$ cat src/rtl/mult_wb_merge_if.sv
// Signal bundle between the M4 multiply stage, main writeback, decode query
// and the shared register-file write port.
interface mult_wb_merge_if #(
   parameter int DATA_W = 32,
   parameter int ADDR_W = 5,
   parameter int DEPTH  = 4
);
   localparam int CW = $clog2(DEPTH) + 1;

   logic              mult_valid;
   logic [ADDR_W-1:0] mult_dst;
   logic [DATA_W-1:0] mult_result;
   logic              mult_overflow;
   logic              wb_regwrite;
   logic [ADDR_W-1:0] wb_dst;
   logic [DATA_W-1:0] wb_data;
   logic [ADDR_W-1:0] q_addr;
   logic              rf_we;
   logic [ADDR_W-1:0] rf_waddr;
   logic [DATA_W-1:0] rf_wdata;
   logic              rf_src_mult;
   logic              mult_stall;
   logic              mult_exc;
   logic              lost_err;
   logic              pend_hit;
   logic [CW-1:0]     count;

   modport master (
      output mult_valid, mult_dst, mult_result, mult_overflow,
             wb_regwrite, wb_dst, wb_data, q_addr,
      input  rf_we, rf_waddr, rf_wdata, rf_src_mult,
             mult_stall, mult_exc, lost_err, pend_hit, count
   );

   modport slave (
      input  mult_valid, mult_dst, mult_result, mult_overflow,
             wb_regwrite, wb_dst, wb_data, q_addr,
      output rf_we, rf_waddr, rf_wdata, rf_src_mult,
             mult_stall, mult_exc, lost_err, pend_hit, count
   );
endinterface

$ cat src/rtl/mult_wb_merge.sv
// Merges M4 multiply results onto the single register-file write port behind
// main-pipeline writeback, buffering in an in-order FIFO with kill/skip support.
module mult_wb_merge #(
   parameter int DATA_W = 32,
   parameter int ADDR_W = 5,
   parameter int DEPTH  = 4
) (
   input logic           clk,
   input logic           reset,
   mult_wb_merge_if.slave bus
);
   localparam int AW = $clog2(DEPTH);
   localparam int CW = AW + 1;
   localparam logic [CW-1:0] FULL_C  = CW'(DEPTH);
   localparam logic [CW-1:0] STALL_C = CW'(DEPTH - 1);

   logic [DEPTH-1:0]  valid_q, valid_d;
   logic [ADDR_W-1:0] dst_q  [DEPTH];
   logic [DATA_W-1:0] data_q [DEPTH];
   logic [AW-1:0]     rd_ptr_q, rd_ptr_d;
   logic [AW-1:0]     wr_ptr_q, wr_ptr_d;
   logic [CW-1:0]     count_q, count_d;
   logic              rf_we_q, rf_we_d;
   logic [ADDR_W-1:0] rf_waddr_q, rf_waddr_d;
   logic [DATA_W-1:0] rf_wdata_q, rf_wdata_d;
   logic              rf_src_q, rf_src_d;
   logic              exc_q, exc_d;
   logic              lost_q, lost_d;

   logic wb_act, live, arr, empty, full, push, pop, hit;

   always_comb begin
      wb_act = bus.wb_regwrite && (bus.wb_dst != '0);
      live   = bus.mult_valid && !bus.mult_overflow && (bus.mult_dst != '0);
      arr    = live && !(wb_act && (bus.mult_dst == bus.wb_dst));
      empty  = (count_q == '0);
      full   = (count_q == FULL_C);

      valid_d    = valid_q;
      rd_ptr_d   = rd_ptr_q;
      wr_ptr_d   = wr_ptr_q;
      count_d    = count_q;
      rf_we_d    = 1'b0;
      rf_waddr_d = rf_waddr_q;
      rf_wdata_d = rf_wdata_q;
      rf_src_d   = rf_src_q;
      push       = 1'b0;
      pop        = 1'b0;

      if (wb_act) begin
         // Main write is younger: any buffered result for the same register is stale.
         for (int unsigned i = 0; i < DEPTH; i++) begin
            if (valid_q[i] && (dst_q[i] == bus.wb_dst)) valid_d[i] = 1'b0;
         end
         rf_we_d    = 1'b1;
         rf_waddr_d = bus.wb_dst;
         rf_wdata_d = bus.wb_data;
         rf_src_d   = 1'b0;
         push       = arr && !full;
      end else if (!empty) begin
         pop = 1'b1;
         if (valid_q[rd_ptr_q]) begin
            rf_we_d    = 1'b1;
            rf_waddr_d = dst_q[rd_ptr_q];
            rf_wdata_d = data_q[rd_ptr_q];
            rf_src_d   = 1'b1;
         end
         push = arr;
      end else if (arr) begin
         rf_we_d    = 1'b1;
         rf_waddr_d = bus.mult_dst;
         rf_wdata_d = bus.mult_result;
         rf_src_d   = 1'b1;
      end

      // Pop clears before push sets so a full FIFO can recycle the head slot.
      if (pop) begin
         valid_d[rd_ptr_q] = 1'b0;
         rd_ptr_d          = rd_ptr_q + 1'b1;
      end
      if (push) begin
         valid_d[wr_ptr_q] = 1'b1;
         wr_ptr_d          = wr_ptr_q + 1'b1;
      end
      if (push && !pop)      count_d = count_q + 1'b1;
      else if (pop && !push) count_d = count_q - 1'b1;

      exc_d  = bus.mult_valid && bus.mult_overflow;
      lost_d = lost_q || (arr && full && !pop);
   end

   always_comb begin
      hit = 1'b0;
      for (int unsigned i = 0; i < DEPTH; i++) begin
         if (valid_q[i] && (dst_q[i] == bus.q_addr)) hit = 1'b1;
      end
      if (live && (bus.mult_dst == bus.q_addr)) hit = 1'b1;
      if (bus.q_addr == '0) hit = 1'b0;
   end

   always_ff @(posedge clk) begin
      if (reset) begin
         valid_q    <= '0;
         rd_ptr_q   <= '0;
         wr_ptr_q   <= '0;
         count_q    <= '0;
         rf_we_q    <= 1'b0;
         rf_waddr_q <= '0;
         rf_wdata_q <= '0;
         rf_src_q   <= 1'b0;
         exc_q      <= 1'b0;
         lost_q     <= 1'b0;
      end else begin
         valid_q    <= valid_d;
         rd_ptr_q   <= rd_ptr_d;
         wr_ptr_q   <= wr_ptr_d;
         count_q    <= count_d;
         rf_we_q    <= rf_we_d;
         rf_waddr_q <= rf_waddr_d;
         rf_wdata_q <= rf_wdata_d;
         rf_src_q   <= rf_src_d;
         exc_q      <= exc_d;
         lost_q     <= lost_d;
      end
   end

   // Payload storage needs no reset; occupancy is tracked by valid_q.
   always_ff @(posedge clk) begin
      if (push && !reset) begin
         dst_q[wr_ptr_q]  <= bus.mult_dst;
         data_q[wr_ptr_q] <= bus.mult_result;
      end
   end

   assign bus.rf_we       = rf_we_q;
   assign bus.rf_waddr    = rf_waddr_q;
   assign bus.rf_wdata    = rf_wdata_q;
   assign bus.rf_src_mult = rf_src_q;
   assign bus.mult_exc    = exc_q;
   assign bus.lost_err    = lost_q;
   assign bus.count       = count_q;
   assign bus.mult_stall  = (count_q >= STALL_C);
   assign bus.pend_hit    = hit;
endmodule

$ cat src/flat_wrapper.sv
// flat-port wrapper written by rule: the top's interface ports become plain ports
module mult_wb_merge_flat 
#(
   parameter int DATA_W = 32,
   parameter int ADDR_W = 5,
   parameter int DEPTH  = 4
)
  (clk, reset, bus_mult_valid, bus_mult_dst, bus_mult_result, bus_mult_overflow, bus_wb_regwrite, bus_wb_dst, bus_wb_data, bus_q_addr, bus_rf_we, bus_rf_waddr, bus_rf_wdata, bus_rf_src_mult, bus_mult_stall, bus_mult_exc, bus_lost_err, bus_pend_hit, bus_count);
  mult_wb_merge_if #(.DATA_W(DATA_W), .ADDR_W(ADDR_W), .DEPTH(DEPTH)) bus_i ();
  input logic clk;
  input logic reset;
  input wire logic [$bits(bus_i.mult_valid)-1:0] bus_mult_valid;
  input wire logic [$bits(bus_i.mult_dst)-1:0] bus_mult_dst;
  input wire logic [$bits(bus_i.mult_result)-1:0] bus_mult_result;
  input wire logic [$bits(bus_i.mult_overflow)-1:0] bus_mult_overflow;
  input wire logic [$bits(bus_i.wb_regwrite)-1:0] bus_wb_regwrite;
  input wire logic [$bits(bus_i.wb_dst)-1:0] bus_wb_dst;
  input wire logic [$bits(bus_i.wb_data)-1:0] bus_wb_data;
  input wire logic [$bits(bus_i.q_addr)-1:0] bus_q_addr;
  output wire logic [$bits(bus_i.rf_we)-1:0] bus_rf_we;
  output wire logic [$bits(bus_i.rf_waddr)-1:0] bus_rf_waddr;
  output wire logic [$bits(bus_i.rf_wdata)-1:0] bus_rf_wdata;
  output wire logic [$bits(bus_i.rf_src_mult)-1:0] bus_rf_src_mult;
  output wire logic [$bits(bus_i.mult_stall)-1:0] bus_mult_stall;
  output wire logic [$bits(bus_i.mult_exc)-1:0] bus_mult_exc;
  output wire logic [$bits(bus_i.lost_err)-1:0] bus_lost_err;
  output wire logic [$bits(bus_i.pend_hit)-1:0] bus_pend_hit;
  output wire logic [$bits(bus_i.count)-1:0] bus_count;
  assign bus_i.mult_valid = bus_mult_valid;
  assign bus_i.mult_dst = bus_mult_dst;
  assign bus_i.mult_result = bus_mult_result;
  assign bus_i.mult_overflow = bus_mult_overflow;
  assign bus_i.wb_regwrite = bus_wb_regwrite;
  assign bus_i.wb_dst = bus_wb_dst;
  assign bus_i.wb_data = bus_wb_data;
  assign bus_i.q_addr = bus_q_addr;
  assign bus_rf_we = bus_i.rf_we;
  assign bus_rf_waddr = bus_i.rf_waddr;
  assign bus_rf_wdata = bus_i.rf_wdata;
  assign bus_rf_src_mult = bus_i.rf_src_mult;
  assign bus_mult_stall = bus_i.mult_stall;
  assign bus_mult_exc = bus_i.mult_exc;
  assign bus_lost_err = bus_i.lost_err;
  assign bus_pend_hit = bus_i.pend_hit;
  assign bus_count = bus_i.count;
  mult_wb_merge #(.DATA_W(DATA_W), .ADDR_W(ADDR_W), .DEPTH(DEPTH)) u_core (.clk(clk), .reset(reset), .bus(bus_i));
endmodule
$ cat config.mk
export PLATFORM = sky130hd
export DESIGN_NAME = mult_wb_merge_flat
export DESIGN_NICKNAME = d
export VERILOG_FILES = /design/src/rtl/mult_wb_merge_if.sv /design/src/rtl/mult_wb_merge.sv /design/src/flat_wrapper.sv
export SDC_FILE = /design/constraint.sdc
export NUM_CORES = 1
export LEC_CHECK = 0
export ABC_AREA = 0
export BUFFER_PORTS_ARGS = -buffer_cell sky130_fd_sc_hd__buf_2
export CAP_MARGIN = 20
export CORE_MARGIN = 2
export CORE_UTILIZATION = 40
export DETAILED_ROUTE_END_ITERATION = 6
export PLACE_DENSITY_LB_ADDON = 0.05
export SYNTH_ARGS = -nofsm -noshare
export SYNTH_HDL_FRONTEND = slang
export SYNTH_SLANG_ARGS = --single-unit
$ cat constraint.sdc
create_clock -name clk -period 7 [get_ports clk]
set_clock_uncertainty 0.2 [all_clocks]
set_input_delay 1.4 -clock clk [delete_from_list [all_inputs] [get_ports clk]]
set_output_delay 1.4 -clock clk [all_outputs]
set_load 0.005 [all_outputs]
Yosys cells after proc, flatten, opt, wreduce, memory -nomap -nowiden
Memories as Yosys holds them, arrays and structs flattened. A register that Yosys moved wholly into a read port is not among the register bits. Cells that the tools add are included.

Equal/unequal tests: 13. Reduce and logical (&&, ||, !) cells: 40. Bitwise logic cells: 3. $add $sub $neg: 4. Multiplexer cells: 46. Order comparisons: 5.

Operators by type and width (count): two-way mux 32 bit (4); equality test 5 bit (10); two-way mux 1 bit (26); logical AND 1 bit (23); two-way mux 5 bit (4); two-way mux 4 bit (3); nonzero test 5 bit (2); two-way mux 2 bit (4); logical NOT 1 bit (6); less-than comparator 2 x 3 -> 1 bit (second input constant) (2); two-way mux 3 bit (2); logical NOT 5 bit (1); adder 2 x 1 -> 2 bit (second input constant) (2); bitwise AND 4 bit (1); demux 1 bit (select 2 bit) (2); >= comparator 2 x 1 -> 1 bit (second input constant) (2); inverter 4 bit (1); OR 4 bit (1); AND reduction 2 bit (2); nonzero test 2 bit (2); adder 3 x 1 -> 3 bit (second input constant) (1); equality test 3 bit (second input constant) (1); >= comparator 3 x 2 -> 1 bit (second input constant) (1); logical NOT 3 bit (1); other kinds (7) (7).

Register bits after elaboration: 52. Memory bits (writable): 148. Bits of input ports: 84. Memories kept: 2. Logic and storage cells: 123.

Memory list: u_core.data_q (words 4, width 32, rd ports 1, clocked after memory_dff 1, write ports 1, RTL line mult_wb_merge.sv:19) `logic [DATA_W-1:0] data_q [DEPTH];`; u_core.dst_q (words 4, width 5, rd ports 5, clocked after memory_dff 1, write ports 1, RTL line mult_wb_merge.sv:18) `logic [ADDR_W-1:0] dst_q [DEPTH];`.

Longest topological paths before layout
Gate-level depths: netlist (run 1).

Word-level depth: 11. Gate-level depth with buffers: 13. Mapped depth without buffers: 11.

Worst setup path before layout (run 1)
OpenSTA, ideal clock, no wires.

Kind: input -> register. Start point: input port bus_wb_dst[3]. End point: memory u_core.data_q[0][0] (enable). Arrival time: 4303 ps. Setup slack: 2066 ps. Path buffers: 2. Library setup time: 431 ps. Stages on the path: 7. Cell sequence: buf_4 or4_4 o21a_4 nor3_1 a31oi_1 buf_4 nor2_1.

Word-level cells in the longest chain between the ends: 10.

RTL lines: from (decl) (RTL line flat_wrapper.sv:17) `input wire logic [$bits(bus_i.wb_dst)-1:0] bus_wb_dst;`; nonzero test 5 bit (RTL line mult_wb_merge.sv:33) `wb_act = bus.wb_regwrite && (bus.wb_dst != '0);`; logical AND 1 bit (RTL line mult_wb_merge.sv:33); logical AND 1 bit (RTL line mult_wb_merge.sv:35) `arr = live && !(wb_act && (bus.mult_dst == bus.wb_dst));`; logical NOT 1 bit (RTL line mult_wb_merge.sv:35); logical AND 1 bit (RTL line mult_wb_merge.sv:35); two-way mux 1 bit / logical AND 1 bit (equally long branches) (RTL line mult_wb_merge.sv:60, mult_wb_merge.sv:59); two-way mux 1 bit * (RTL line mult_wb_merge.sv:50) `if (wb_act) begin`; logical AND 1 bit * (RTL line mult_wb_merge.sv:129) `if (push && !reset) begin`; two-way mux 1 bit * (RTL line mult_wb_merge.sv:129); two-way mux 1 bit (implied by the code) * (RTL line mult_wb_merge.sv:131) `data_q[wr_ptr_q] <= bus.mult_result;`; to (decl) (RTL line mult_wb_merge.sv:19).

Mark *: on every way between the ends. The rest lies on a longest branch, timed or not.

Worst setup path in the final report (run 1)
Start point: input port bus_mult_dst[1]. End point: output port bus_pend_hit.

Word-level cells in the longest chain between the ends: 5.

RTL lines: from (decl) (RTL line flat_wrapper.sv:13) `input wire logic [$bits(bus_i.mult_dst)-1:0] bus_mult_dst;`; nonzero test 5 bit (RTL line mult_wb_merge.sv:34) `live = bus.mult_valid && !bus.mult_overflow && (bus.mult_dst != '0);`; logical AND 1 bit (RTL line mult_wb_merge.sv:34); logical AND 1 bit * (RTL line mult_wb_merge.sv:97) `if (live && (bus.mult_dst == bus.q_addr)) hit = 1'b1;`; two-way mux 1 bit * (RTL line mult_wb_merge.sv:97); two-way mux 1 bit * (RTL line mult_wb_merge.sv:98) `if (bus.q_addr == '0) hit = 1'b0;`; to (decl) (RTL line flat_wrapper.sv:27) `output wire logic [$bits(bus_i.pend_hit)-1:0] bus_pend_hit;`.

Marks and branches as above.

==> results.txt, run 1 <==
----------------------------------------------------
[Floorplan]
  Number of ports placed on the die boundary ... between 100 and 150
  Width of the die ... 152 microns
  Area enclosed by the die boundary ... 23100 sq um
  Core Region ... between 20000 and 25000 sq um
  FP Rows ... 54
  Die extent in y ... 152 microns
  Starting density of the core ... 40.4%

[Drt]
  Detailed Route Iter0 Violations ... 363
  Detail-routed net length per standard cell ... 20.9 microns
  Residual DRC count ... 0
  Number of search-and-repair iterations in the first detailed-routing pass ... 4
  Remaining number of nets flagged by the antenna check after routing ... 0
  Vias after detailed routing ... 5511
  DRT Wirelength ... 21.7 mm
  Vias per std cell ... around 5.3

[Placed design]
  Port Buffer Count ... 129
  Post-DP HPWL ... around 13 mm
  Final RePlAce weighted congestion ... 0.808

[Clocking]
  Clock-pin slew reported for the worst setup and hold paths after clock tree synthesis ... about 0.06 ns
  Post-CTS repair timing setup buffer count ... 0
  H-tree depth ... 1
  Clock latency reported for the late side of the worst-skew pair ... 0.50 ns
  Clock tree sinks ... 202
  Root Buffer ... clkbuf_16
  Clock tree from TritonCTS ... built
  Total of cells resized after clock tree synthesis ... 0
  Number of buffers inserted for hold repair after clock tree synthesis ... 0
  Deepest clock path buffer count ... 3
  CTS buffer count ... 24

[Synth]
  Fraction of synthesized cell area taken by the top area cell type ... 50.7%
  Top FF cell, synth ... edfxtp_1
  Fraction of registers with async set or reset after synthesis ... 0%
  Cell area after synthesis ... between 8000 and 9000 sq um
  Top-count cell post-synth ... edfxtp_1
  Average size of a mapped cell ... 14.1 sq um
  Instance count of the mapped netlist ... around 620
  Synth Register Bits ... 202
  Number of synthesized flops with an enable pin ... 148
  Post-Syn Nets ... 715
  Number of warnings issued by yosys ... 0
  Share of the yosys chip area belonging to registers ... 63.1%
  Most area-consuming cells after synthesis ... edfxtp_1 (51%), dfxtp_1 (12%), mux4_2 (9.8%), a21oi_1 (4.2%), nand2_1 (3.3%)
  Distinct cell type count of the synthesized netlist ... between 40 and 50
  Cell taking the most area after synthesis ... edfxtp_1
  Top cells by count, synth ... edfxtp_1 (148), nand2_1 (77), a21oi_1 (73)

[Timing]
  Number of endpoints with negative hold slack in the final report ... 0
  Setup repair after global routing missed its margin ... false
  Final period demand of the worst path ... about 4.4 ns
  Max-slew headroom ... 26.0%
  Pin slew with the least headroom to its limit ... 1.11 ns
  Setup violations, final ... 0
  Final worst path period share ... 62.1%
  TNS Setup ... 0 ns
  Slew Viols, Final ... 0
  Max Clk Rate ... roughly 230 MHz

[Setup path]
  Type of the setup path with the least slack ... input port to output pin
  Critical path endpoint category ... output pin
  CP startpoint kind ... input port
  Maximum net fanout on the critical path ... 8
  Data required time of the critical path ... 5.40 ns
  Crit path DAT ... 2.75 ns

[Global route]
  GR Util All Layers ... 18.9%
  Global-route wire length before repair ... 34.6 mm
  Antenna violations before repair ... 1
  Pin count of the biggest net entering global routing ... 78
  Remaining global-route overflow ... 0
  Via count of the first global-routing pass ... 5848

[Layout]
  Fill cell instance count of the final layout ... approximately 1900
  Fraction of final layout cells with drive strength greater than 1 ... 31.1%
  Area added between synthesis and finish ... 19.5%
  Net count reported at finish ... 836

[Power and ir drop]
  Maximum resistive drop on vdd ... roughly 220 uV
  Total chip power ... 3.61 mW
  Power density over the cells ... ~340 nW/um^2
  Cell leakage power ... ~3.7 nW

[Status]
  Run status ... finished clean

[Job]
  Maxcap violations ... 0

[Worst hold path]
  Hold WC Path Type ... flip-flop to flip-flop

----------------------------------------------------
-- cells in the final DEF (no fill, tap or decap), types with 2 or more instances in the layout --
cell,netlist,layout
buf_12,0,2
o22ai_1,4,4
nor2_4,0,4
nor4_1,5,5
nand2_1,77,77
a21oi_1,73,73
ha_1,9,9
o2bb2ai_1,33,33
or4_4,2,2
edfxtp_1,148,148
xor2_1,31,31
nand2b_1,6,6
dfxtp_1,54,52
mux2_2,2,2
clkbuf_16,0,25
xnor2_1,22,22
o311ai_0,4,4
mux2i_1,2,2
o2bb2ai_2,3,3
bufinv_16,0,2
nand4_1,5,5
inv_1,8,8
buf_4,2,8
mux4_2,38,38
clkbuf_8,0,3
nor2_1,16,12
buf_2,14,129
nor3_1,5,4
o21ai_2,2,2
clkinv_2,0,5
nand3_1,10,10
clkbuf_1,19,7
dfxtp_2,0,2
-- final timing paths --
path,start,endpoint,slack (ns),cells after the start
max,bus_mult_dst[1],bus_pend_hit,2.65,6
min,u_core.bus.rf_wdata[19],u_core.bus.rf_wdata[19],0.25,1
max reg2reg,u_core.bus.count[0],u_core.bus.count[2],4.10,12
min reg2reg,u_core.bus.rf_wdata[19],u_core.bus.rf_wdata[19],0.25,1
-- layout make-up --
| type | instances | area [sq um] | area share [%] |
|---|---|---|---|
| diodes | 1 | 2.50 | 0.0239 |
| clock buffers | 35 | 693 | 6.62 |
| clock inverters | 9 | 103 | 0.980 |
| inverters | 8 | 30.0 | 0.287 |
| multi-input cells | 367 | 3020 | 28.8 |
| flip-flops and latches | 202 | 5530 | 52.8 |
| well taps | 280 | 350 | 3.35 |
| repair buffers | 139 | 746 | 7.12 |
-- metrics by stage --
stage / hold slack, ns / util, % / cells / worst slack [ns] / cell area, sq um
global route: 0.271 / 48.3 / 1040 / 2.60 / 10500
detailed placement: 0.241 / 44.5 / 995 / 2.26 / 9650
finish: 0.254 / 48.3 / 1041 / 2.65 / 10500
floorplan: 0.256 / - / 621 / 2.07 / 8760
CTS: 0.260 / 48.2 / 1039 / 2.65 / 10400
global placement: 0.239 / 44.4 / 994 / 2.24 / 9630
-- power breakdown --
part / total, mW / switching, mW / internal (mW)
sequential: 1.44 / 0.0649 / 1.38
combinational: 0.925 / 0.534 / 0.392
clock: 1.24 / 0.477 / 0.761
total: 3.61 / 1.08 / 2.53
-- registers in the layout, indices dropped and copies added, names as in the netlist, named ones only --
name                    cells
u_core.bus.rf_src_mult      1
u_core.bus.count            3
u_core.valid_q              4
u_core.bus.rf_wdata        32
u_core.bus.mult_exc         1
u_core.bus.lost_err         1
u_core.bus.rf_waddr         5
u_core.data_q             128
u_core.rd_ptr_q             2
u_core.bus.rf_we            1
u_core.dst_q               20
u_core.wr_ptr_q             2
-- critical path, stage by stage --
cell and delay (ns):
buf_2 0.18, or4_4 0.57, o21ai_4 0.22, nor4_1 0.09
o22a_1 0.17, buf_2 0.12
-- layer usage --
metal	vias up	wire length (microns)	track usage [%]
met5	-	0	0
met3	34	1040	3.14
met4	0	412	4.63
met1	2740	9680	26.0
met2	147	10600	31.7
li1	2590	-	-
-- kinds of logic after synthesis --
family | share of synthesized area (%)
AO/OA/AOI/OAI | 10.1
multiplexers | 10.3
buffers and inverters | 2.94
AND/OR/NAND/NOR | 6.80
adder cells (fa/ha/maj) | 1.51
flip-flops | 63.1
XOR/XNOR | 5.30
Power figures use the tool's default switching activity.
==> run 2, diff against run 1 <==
==> constraint.sdc (replaced) <==
create_clock -name clk -period 4.4 [get_ports clk]
set_clock_uncertainty 0.2 [all_clocks]
set_input_delay 0.88 -clock clk [delete_from_list [all_inputs] [get_ports clk]]
set_output_delay 0.88 -clock clk [all_outputs]
set_load 0.005 [all_outputs]
==> results.txt, run 2 (synthesis results as in run 1) <==
----------------------------------------------------
[Floorplan]
  Core Region ... 21700 sq um
  Area enclosed by the die boundary ... 23100 sq um
  Starting density of the core ... around 40%
  Die extent in y ... 152 microns
  Width of the die ... 152 microns
  FP Rows ... 54
  Number of ports placed on the die boundary ... 130

[Clocking]
  CTS buffer count ... 23
  H-tree depth ... 1
  Post-CTS repair timing setup buffer count ... 0
  Clock latency reported for the late side of the worst-skew pair ... 0.50 ns
  Clock-pin slew reported for the worst setup and hold paths after clock tree synthesis ... 0.06 ns
  Total of cells resized after clock tree synthesis ... 0
  Clock tree sinks ... 202
  Number of buffers inserted for hold repair after clock tree synthesis ... 0
  Clock tree from TritonCTS ... built
  Deepest clock path buffer count ... 3
  Root Buffer ... clkbuf_16

[Global route]
  Global-route wire length before repair ... roughly 34 mm
  Antenna violations before repair ... 3
  Remaining global-route overflow ... 0
  GR Util All Layers ... 18.7%
  Pin count of the biggest net entering global routing ... 45
  Via count of the first global-routing pass ... 5853

[Worst hold path]
  Hold WC Path Type ... flip-flop to flip-flop

[Power and ir drop]
  Switch share ... approximately 30%
  Share of total power in sequential cells ... 40.5%
  Power share of the clock group ... 33.2%
  Power density over the cells ... 540 nW/um^2
  Cell leakage power ... between 3 and 4 nW
  Maximum resistive drop on vdd ... ~260 uV
  Power spent charging and discharging nets ... 1.70 mW
  Combinational Power Share ... 26.3%
  Internal cell power ... 4.00 mW

[Setup path]
  Data required time of the critical path ... about 3.3 ns
  Type of the setup path with the least slack ... input port to output pin
  Maximum net fanout on the critical path ... 8
  Crit path DAT ... 2.21 ns
  Critical path endpoint category ... output pin
  CP startpoint kind ... input port

[Drt]
  Detail-routed net length per standard cell ... slightly above 20 microns
  Detailed Route Iter0 Violations ... 407
  Residual DRC count ... 0
  DRT Wirelength ... 21.6 mm
  Vias after detailed routing ... 5561
  Remaining number of nets flagged by the antenna check after routing ... 0
  Number of search-and-repair iterations in the first detailed-routing pass ... 4
  Vias per std cell ... 5.32

[Layout]
  Commonest cells after routing, fill and taps aside ... edfxtp_1 (148), buf_2 (129), nand2_1 (77), a21oi_1 (73), dfxtp_1 (52)
  Flip-flop count of the largest register, all copies and words added ... about 130
  Post-Layout Inst Area ... 10500 sq um
  Fraction of final layout cells with drive strength greater than 1 ... 31.4%
  Commonest non-fill, non-tap cell in the layout ... edfxtp_1
  Register name with the most flops ... u_core.data_q
  Area added between synthesis and finish ... 20.2%
  Net count reported at finish ... 841

[Timing]
  Worst hold margin ... 0.256 ns
  Final worst path period share ... around 75%
  Final period demand of the worst path ... 3.29 ns
  Number of endpoints with negative hold slack in the final report ... 0
  Slew Viols, Final ... 0
  Setup violations, final ... 0
  Pin slew with the least headroom to its limit ... 0.596 ns
  Setup repair after global routing missed its margin ... false
  Max-slew headroom ... between 60% and 70%
  Max Clk Rate ... slightly above 300 MHz
  Crit path setup slack, layout ... 1.11 ns

[Status]
  Run status ... finished clean

[Placed design]
  Port Buffer Count ... 129
  Post-DP HPWL ... 13.1 mm
  Final RePlAce weighted congestion ... 0.852
  DP Area ... between 9000 and 10000 sq um
  Place WS ... about 0.79 ns

[Job]
  Maxcap violations ... 0

----------------------------------------------------
[run 2: changes by cell type in the layout (fill, tap and decap cells not counted), sizes merged]
| cell | change |
|---|---|
| buf | +6 |
| clkbuf | -1 |
| clkinv | -2 |
| clkinvlp | +1 |
[run 2: worst paths after layout]
| check | from | endpoint | slack [ns] | cells past startpoint |
|---|---|---|---|---|
| setup reg to reg | u_core.bus.count[2] | u_core.bus.count[2] | 1.64 | 10 |
| hold reg to reg | u_core.bus.rf_wdata[16] | u_core.bus.rf_wdata[16] | 0.26 | 1 |
| setup / recovery | bus_mult_dst[1] | bus_pend_hit | 1.11 | 6 |
| hold / removal | u_core.bus.rf_wdata[16] | u_core.bus.rf_wdata[16] | 0.26 | 1 |
[run 2: through the flow]
| step | utilization, % | power [mW] | instances | setup TNS (ns) |
|---|---|---|---|---|
| floorplan | - | 3.32 | 621 | -2.06 |
| global placement | 44.9 | 3.81 | 1000 | 0 |
| detailed placement | 44.9 | 3.82 | 1000 | 0 |
| CTS | 48.4 | 5.73 | 1042 | 0 |
| global route | 48.6 | 6.00 | 1045 | 0 |
| finish | 48.6 | 5.69 | 1045 | 0 |
[run 2: critical path, cell delays in order]
cell and delay (ns):
buf_2 0.18, or4_4 0.56, o21ai_4 0.21, nor4_1 0.09
o22a_1 0.17, buf_2 0.12
[run 2: layout make-up]
class                           instances  area, sq um
Clock buffer                           34          657
Antenna cell                            1         2.50
Tap cell                              280          350
Timing Repair Buffer                  145          853
Multi-Input combinational cell        367         3020
Clock inverter                          8         96.3
Inverter                                8         30.0
Sequential cell                       202         5530
Fill cell                            1911        11200
[run 2: per-layer routing]
metal  track usage (%)  routed length, microns  vias to the layer above
li1                  -                       -                     2608
met5                 0                      27                        -
met3              3.74                    1350                       26
met4              4.54                     354                        4
met2              30.5                   10100                      165
met1              25.8                    9790                     2758
[run 2: power by group through the flow]
stage               logic (mW)  clock network, mW  registers, mW
floorplan                 1.00                  0           2.31
global placement          1.40                  0           2.41
detailed placement        1.41                  0           2.41
CTS                       1.41               1.94           2.38
global route              1.66               2.01           2.33
finish                    1.49               1.89           2.31
